--- src/rtl/cga_rgb_encoder_pkg.sv ---
// Shared constants, palette table and helpers for the RGB-to-CGA IRGB quantizer.
package cga_pkg;

  localparam int unsigned CHAN_W    = 6;
  localparam int unsigned DIST_W    = 8;
  localparam int unsigned IDX_W     = 4;
  localparam int unsigned N_ENTRIES = 16;
  localparam int unsigned N_LEVELS  = 4;

  localparam logic [CHAN_W-1:0] L0 = 6'd0;
  localparam logic [CHAN_W-1:0] L1 = 6'd21;
  localparam logic [CHAN_W-1:0] L2 = 6'd42;
  localparam logic [CHAN_W-1:0] L3 = 6'd63;

  typedef logic [1:0] lvl_code_t;

  typedef struct packed {
    lvl_code_t r;
    lvl_code_t g;
    lvl_code_t b;
  } pal_entry_t;

  // Level codes per entry in R,G,B order; entry 6 is the brown special case.
  localparam pal_entry_t PALETTE [N_ENTRIES] = '{
    {2'd0, 2'd0, 2'd0}, {2'd0, 2'd0, 2'd2}, {2'd0, 2'd2, 2'd0}, {2'd0, 2'd2, 2'd2},
    {2'd2, 2'd0, 2'd0}, {2'd2, 2'd0, 2'd2}, {2'd2, 2'd1, 2'd0}, {2'd2, 2'd2, 2'd2},
    {2'd1, 2'd1, 2'd1}, {2'd1, 2'd1, 2'd3}, {2'd1, 2'd3, 2'd1}, {2'd1, 2'd3, 2'd3},
    {2'd3, 2'd1, 2'd1}, {2'd3, 2'd1, 2'd3}, {2'd3, 2'd3, 2'd1}, {2'd3, 2'd3, 2'd3}
  };

  function automatic logic [CHAN_W-1:0] level_value(input lvl_code_t c);
    logic [CHAN_W-1:0] v;
    case (c)
      2'd0:    v = L0;
      2'd1:    v = L1;
      2'd2:    v = L2;
      default: v = L3;
    endcase
    return v;
  endfunction

  function automatic logic [CHAN_W-1:0] abs_diff(input logic [CHAN_W-1:0] a,
                                                 input logic [CHAN_W-1:0] b);
    return (a >= b) ? (a - b) : (b - a);
  endfunction

endpackage

--- src/rtl/cga_rgb_encoder_if.sv ---
// Pixel-in / palette-index-out bus of the RGB-to-CGA quantizer.
interface cga_rgb_encoder_if
  import cga_pkg::*;
#(
  parameter int unsigned SYNC_W = 3
);
  logic              in_valid;
  logic [CHAN_W-1:0] red;
  logic [CHAN_W-1:0] green;
  logic [CHAN_W-1:0] blue;
  logic [SYNC_W-1:0] side_in;
  logic              out_valid;
  logic [IDX_W-1:0]  video;
  logic [SYNC_W-1:0] side_out;
  logic              exact;

  modport master (
    output in_valid, red, green, blue, side_in,
    input  out_valid, video, side_out, exact
  );

  modport slave (
    input  in_valid, red, green, blue, side_in,
    output out_valid, video, side_out, exact
  );
endinterface

--- src/rtl/cga_rgb_encoder_argmin16.sv ---
// Combinational 16-way minimum-with-index tree; ties go to the lower index.
module cga_argmin16
  import cga_pkg::*;
(
  input  logic [N_ENTRIES-1:0][DIST_W-1:0] dist_i,
  output logic [IDX_W-1:0]                 index_o,
  output logic [DIST_W-1:0]                min_o
);

  logic [7:0][DIST_W-1:0] m1;
  logic [7:0][IDX_W-1:0]  i1;
  logic [3:0][DIST_W-1:0] m2;
  logic [3:0][IDX_W-1:0]  i2;
  logic [1:0][DIST_W-1:0] m3;
  logic [1:0][IDX_W-1:0]  i3;

  // Left operand always covers the lower indices, so strict < keeps the lower one on ties.
  always_comb begin
    m1 = '0;
    i1 = '0;
    m2 = '0;
    i2 = '0;
    m3 = '0;
    i3 = '0;
    for (int unsigned k = 0; k < 8; k++) begin
      if (dist_i[2*k+1] < dist_i[2*k]) begin
        m1[k] = dist_i[2*k+1];
        i1[k] = IDX_W'(2*k+1);
      end else begin
        m1[k] = dist_i[2*k];
        i1[k] = IDX_W'(2*k);
      end
    end
    for (int unsigned k = 0; k < 4; k++) begin
      if (m1[2*k+1] < m1[2*k]) begin
        m2[k] = m1[2*k+1];
        i2[k] = i1[2*k+1];
      end else begin
        m2[k] = m1[2*k];
        i2[k] = i1[2*k];
      end
    end
    for (int unsigned k = 0; k < 2; k++) begin
      if (m2[2*k+1] < m2[2*k]) begin
        m3[k] = m2[2*k+1];
        i3[k] = i2[2*k+1];
      end else begin
        m3[k] = m2[2*k];
        i3[k] = i2[2*k];
      end
    end
  end

  assign index_o = (m3[1] < m3[0]) ? i3[1] : i3[0];
  assign min_o   = (m3[1] < m3[0]) ? m3[1] : m3[0];

endmodule

--- src/rtl/cga_rgb_encoder.sv ---
// 3-stage RGB666 to CGA IRGB nearest-palette quantizer with aligned sideband.
module cga_rgb_encoder
  import cga_pkg::*;
#(
  parameter int unsigned SYNC_W    = 3,
  parameter int unsigned BLANK_BIT = 2
)(
  input  logic               clk,
  input  logic               reset_n,
  cga_rgb_encoder_if.slave   bus
);

  // Stage 1: per-channel distance to each of the four levels
  logic [N_LEVELS-1:0][CHAN_W-1:0] absr_d, absg_d, absb_d;
  logic [N_LEVELS-1:0][CHAN_W-1:0] absr_q, absg_q, absb_q;
  logic                            v1_q;
  logic [SYNC_W-1:0]               side1_q;

  always_comb begin
    absr_d = '0;
    absg_d = '0;
    absb_d = '0;
    for (int unsigned k = 0; k < N_LEVELS; k++) begin
      absr_d[k] = abs_diff(bus.red,   level_value(lvl_code_t'(k)));
      absg_d[k] = abs_diff(bus.green, level_value(lvl_code_t'(k)));
      absb_d[k] = abs_diff(bus.blue,  level_value(lvl_code_t'(k)));
    end
  end

  always_ff @(posedge clk or negedge reset_n) begin
    if (!reset_n) begin
      v1_q    <= 1'b0;
      side1_q <= '0;
      absr_q  <= '0;
      absg_q  <= '0;
      absb_q  <= '0;
    end else begin
      v1_q    <= bus.in_valid;
      side1_q <= bus.side_in;
      absr_q  <= absr_d;
      absg_q  <= absg_d;
      absb_q  <= absb_d;
    end
  end

  // Stage 2: Manhattan distance per palette entry (max 3*63 fits 8 bits)
  logic [N_ENTRIES-1:0][DIST_W-1:0] dist_d, dist_q;
  logic                             v2_q;
  logic [SYNC_W-1:0]                side2_q;

  always_comb begin
    dist_d = '0;
    for (int unsigned e = 0; e < N_ENTRIES; e++) begin
      dist_d[e] = DIST_W'(absr_q[PALETTE[e].r])
                + DIST_W'(absg_q[PALETTE[e].g])
                + DIST_W'(absb_q[PALETTE[e].b]);
    end
  end

  always_ff @(posedge clk or negedge reset_n) begin
    if (!reset_n) begin
      v2_q    <= 1'b0;
      side2_q <= '0;
      dist_q  <= '0;
    end else begin
      v2_q    <= v1_q;
      side2_q <= side1_q;
      dist_q  <= dist_d;
    end
  end

  // Stage 3: argmin, blanking, output registers
  logic [IDX_W-1:0]  best_idx;
  logic [DIST_W-1:0] best_min;
  logic              blank;
  logic [IDX_W-1:0]  video_d, video_q;
  logic              exact_d, exact_q;
  logic              out_valid_q;
  logic [SYNC_W-1:0] side_out_q;

  cga_argmin16 u_argmin (
    .dist_i  (dist_q),
    .index_o (best_idx),
    .min_o   (best_min)
  );

  assign blank = side2_q[BLANK_BIT];

  // Video/exact only update on valid pixels; otherwise they hold.
  always_comb begin
    video_d = video_q;
    exact_d = exact_q;
    if (v2_q) begin
      video_d = blank ? '0 : best_idx;
      exact_d = !blank && (best_min == '0);
    end
  end

  always_ff @(posedge clk or negedge reset_n) begin
    if (!reset_n) begin
      out_valid_q <= 1'b0;
      side_out_q  <= '0;
      video_q     <= '0;
      exact_q     <= 1'b0;
    end else begin
      out_valid_q <= v2_q;
      side_out_q  <= side2_q;
      video_q     <= video_d;
      exact_q     <= exact_d;
    end
  end

  assign bus.out_valid = out_valid_q;
  assign bus.side_out  = side_out_q;
  assign bus.video     = video_q;
  assign bus.exact     = exact_q;

endmodule

--- src/flat_wrapper.sv ---
// flat-port wrapper written by rule: the top's interface ports become plain ports
module cga_rgb_encoder_flat import cga_pkg::*;
#(
  parameter int unsigned SYNC_W    = 3,
  parameter int unsigned BLANK_BIT = 2
)
  (clk, reset_n, bus_in_valid, bus_red, bus_green, bus_blue, bus_side_in, bus_out_valid, bus_video, bus_side_out, bus_exact);
  cga_rgb_encoder_if #(.SYNC_W(SYNC_W)) bus_i ();
  input  logic clk;
  input  logic reset_n;
  input wire logic [$bits(bus_i.in_valid)-1:0] bus_in_valid;
  input wire logic [$bits(bus_i.red)-1:0] bus_red;
  input wire logic [$bits(bus_i.green)-1:0] bus_green;
  input wire logic [$bits(bus_i.blue)-1:0] bus_blue;
  input wire logic [$bits(bus_i.side_in)-1:0] bus_side_in;
  output wire logic [$bits(bus_i.out_valid)-1:0] bus_out_valid;
  output wire logic [$bits(bus_i.video)-1:0] bus_video;
  output wire logic [$bits(bus_i.side_out)-1:0] bus_side_out;
  output wire logic [$bits(bus_i.exact)-1:0] bus_exact;
  assign bus_i.in_valid = bus_in_valid;
  assign bus_i.red = bus_red;
  assign bus_i.green = bus_green;
  assign bus_i.blue = bus_blue;
  assign bus_i.side_in = bus_side_in;
  assign bus_out_valid = bus_i.out_valid;
  assign bus_video = bus_i.video;
  assign bus_side_out = bus_i.side_out;
  assign bus_exact = bus_i.exact;
  cga_rgb_encoder #(.SYNC_W(SYNC_W), .BLANK_BIT(BLANK_BIT)) u_core (.clk(clk), .reset_n(reset_n), .bus(bus_i));
endmodule
--- config.mk ---
export PLATFORM = sky130hd
export DESIGN_NAME = cga_rgb_encoder_flat
export DESIGN_NICKNAME = d
export VERILOG_FILES = /design/src/rtl/cga_rgb_encoder_pkg.sv /design/src/rtl/cga_rgb_encoder_if.sv /design/src/rtl/cga_rgb_encoder_argmin16.sv /design/src/rtl/cga_rgb_encoder.sv /design/src/flat_wrapper.sv
export SDC_FILE = /design/constraint.sdc
export NUM_CORES = 1
export LEC_CHECK = 0
export ABC_AREA = 1
export CAP_MARGIN = 20
export CORE_ASPECT_RATIO = 0.8
export CORE_MARGIN = 8
export CORE_UTILIZATION = 50
export DETAILED_ROUTE_END_ITERATION = 12
export PLACE_DENSITY_LB_ADDON = 0.1
export SLEW_MARGIN = 0
export SYNTH_ARGS = -nofsm -noshare
export SYNTH_HDL_FRONTEND = slang
export SYNTH_SLANG_ARGS = --single-unit
--- constraint.sdc ---
create_clock -name clk -period 7.1 [get_ports clk]
set_input_delay 1.42 -clock clk [delete_from_list [all_inputs] [get_ports clk]]
set_output_delay 1.42 -clock clk [all_outputs]
set_load 0.03 [all_outputs]
==> metrics.yaml <==
outcome:
  outcome: "finished, final reports clean"
clock_network:
  root_buffer: "clkbuf_16"
  clock_latency_ps: 530
  cts_hold_buffers: 0
  htreeDepth: 1
  tritoncts: "yes"
  cts_buffer_depth: 3
  cts_buffers: 23
  cts.reportedPaths.clkPinSlew_ps: 60
  post-cts-setup-buffer-count: 0
  ctsResizeCount: 0
  cts_sinks: 208
floorplan:
  core_area_mm2: 0.0305
  die-area_mm2: 0.0370
  dieHeight_um: 174
  die_x_um: 213
  ios: 33
  row_count: 57
  start_util: 0.510
yosys:
  synth_fa_ha_area_frac: 0.243
  avgSynthCellArea_um2: 8.50
  synth_xor_area_frac: 0.0699
  synth_area_mm2: 0.0155
  yosys.area_share.simple: 0.149
  synth_cells: 1828
  async_flop_share: 1.00
  syn-num-nets: 2139
  yosysWarnings: 0
  synth.distinct_cells: 41
  synth_seq_area_share: 0.335
  synth_compound_area_frac: 0.134
  synth_mux_area_frac: 0.00411
  synth_top_family_by_area: "adder cells"
  synth_enable_flop_cells: 0
  synth-seq-cells: 208
  ys.flop_type: "dfrtp_1"
critical_path:
  cp_top_family: "compound AO/OA/AOI/OAI gates"
  reg2reg_depth: 29
  crit_arrival_ps: 6790
  path_class: "reg2reg"
  cp-start-kind: "register"
  path_max_fanout: 15
  cpMaxStageDelayCell: "a211oi_1"
  critPathBufInv: 4
  cp.depth: 29
  cp.required_ps: 7570
  endpoint_kind: "register"
  critPathMaxStageDelay_ps: 570
grt:
  grt_max_degree: 101
  grt_usage: 0.206
  grt_pass1_wl_um: 60800
  grt_pass1_vias: 11500
  antenna_found_initial: 0
  grt.overflow.total: 0
sta:
  rsz0062_at_grt: "no"
  max_clock_freq_mhz: 158
  relSlewSlack: 0.344
  slew_viol_final: 0
  finalHoldViolCount: 0
  setup_viol: 0
  layout_min_cycle_time_ps: 6320
  clock_skew_ps: 12.6
  period_share: 0.891
  tightest_slew_ps: 979
  fin_setup_tns_ps: 0
worst_hold_path:
  hp-class: "reg2reg"
  min_path_cells: 0
detailed_routing:
  wl_per_cell_um: 16.4
  drt-initial-drc-count: 686
  avgViaCountPerCell: 5.20
  first_pass_iters: 5
  ant_nets: 0
  route.detailed.drc: 0
  route.vias.total: 11900
  drt-total-wl_um: 37400
place:
  io_buffers: 32
  gp_congestion: 0.919
  hpwl_um: 30800
cells_and_area:
  diodes: 0
  area_growth_pct: 9.42
  drive_gt1_frac: 0.0385
  fillers: 2784
  nNetsFinal: 2164
flow_run:
  drv_cap: 0
## final cells by class
cell class,count,area [um^2],area share
sequential,208,5200,0.306
timing repair buffer,34,339,0.0200
tap,413,517,0.0304
inverter,229,860,0.0506
clock buffer,30,632,0.0372
clock inverter,10,116,0.00685
multi-input combinational,1357,9320,0.549
## through the flow
| stage | setup WS [ps] | hold slack, ps | instance area, um^2 | std cells | util |
|---|---|---|---|---|---|
| finish | 776 | 345 | 17000 | 2281 | 0.558 |
| detailed placement | 833 | 338 | 16200 | 2241 | 0.533 |
| CTS | 791 | 348 | 17000 | 2281 | 0.558 |
| global placement | 964 | 333 | 16200 | 2241 | 0.533 |
| floorplan | 1530 | 331 | 15500 | 1828 | - |
| global route | 78.8 | 352 | 17000 | 2281 | 0.558 |
## path summary, 6_finish.rpt
path | start | endpoint | slack, ps
max in group asynchronous | reset_n | u_core.absg_q[15]$_DFF_PN0_ | 4790
hold reg to reg | u_core.side2_q[0]$_DFF_PN0_ | u_core.bus.side_out[0]$_DFF_PN0_ | 340
setup reg to reg | u_core.dist_q[127]$_DFF_PN0_ | u_core.bus.video[2]$_DFFE_PN0P_ | 780
hold / removal | u_core.side2_q[0]$_DFF_PN0_ | u_core.bus.side_out[0]$_DFF_PN0_ | 340
setup / recovery | u_core.dist_q[127]$_DFF_PN0_ | u_core.bus.video[2]$_DFFE_PN0P_ | 780
min in group asynchronous | reset_n | u_core.dist_q[84]$_DFF_PN0_ | 1000
## cell usage in the layout, fill, tap and decap left out, types with 4 or more instances in the layout
cell / n
a211oi_1: 6
a21o_1: 7
a21oi_1: 160
a31oi_1: 17
clkbuf_1: 4
clkbuf_16: 23
clkbuf_8: 4
clkdlybuf4s50_1: 31
dfrtp_1: 208
fa_1: 25
ha_1: 262
inv_1: 227
nand2_1: 373
nand2_2: 18
nand2_4: 5
nand3_1: 60
nand3b_1: 5
nand4_1: 4
nor2_1: 87
o211ai_1: 6
o21a_1: 8
o21ai_0: 141
o21ai_1: 4
o21bai_1: 18
o22ai_1: 4
xnor2_1: 14
xor2_1: 110
## cells in the mapped netlist, drive strengths merged (3+ instances only)
library cell  number  area, um^2
a21oi            161         810
nand3             60         300
nor2              87         327
a31oi             17         106
ha               262        3280
clkbuf            30         113
xor2             110         963
o21ai            148         752
dfrtp            208        5200
xnor2             14         123
o21bai            18         135
mux2i              3        30.0
fa                25         500
mux2               3        33.8
inv              227         852
nand3b             5        37.5
nand2            396        1570
o22ai              4        25.0
o211ai             6        45.0
a21o               7        52.6
buf                4        28.8
nor4               3        18.8
o21a               8        60.1
nand4              4        25.0
a211oi             6        45.0
## state kept, by name, summed over array words and instances, names as in the netlist
register and count:
u_core.side2_q 3, u_core.bus.side_out 3, u_core.absb_q 23, u_core.v1_q 1
u_core.v2_q 1, u_core.dist_q 122, u_core.absr_q 23, u_core.bus.exact 1
u_core.absg_q 23, u_core.side1_q 3, u_core.bus.video 4, u_core.bus.out_valid 1
## logic make-up after synthesis
| logic type | after synthesis |
|---|---|
| xor gates and xnor gates | 124 |
| AOI/OAI and AO/OA | 381 |
| buffers and inverters | 263 |
| adders and majority gates | 287 |
| DFF | 208 |
| muxes | 6 |
| and+or+nand+nor | 559 |
## routing by layer
metal,vias up,global-route usage,routed length [um]
met5,-,0,0
met4,0,0.0416,701
met3,43,0.0320,1580
met2,202,0.295,14900
met1,5518,0.320,20200
li1,6095,-,-
Power is not shown: default switching activity piles up to over one toggle a cycle in this logic, so the estimate is an artifact.
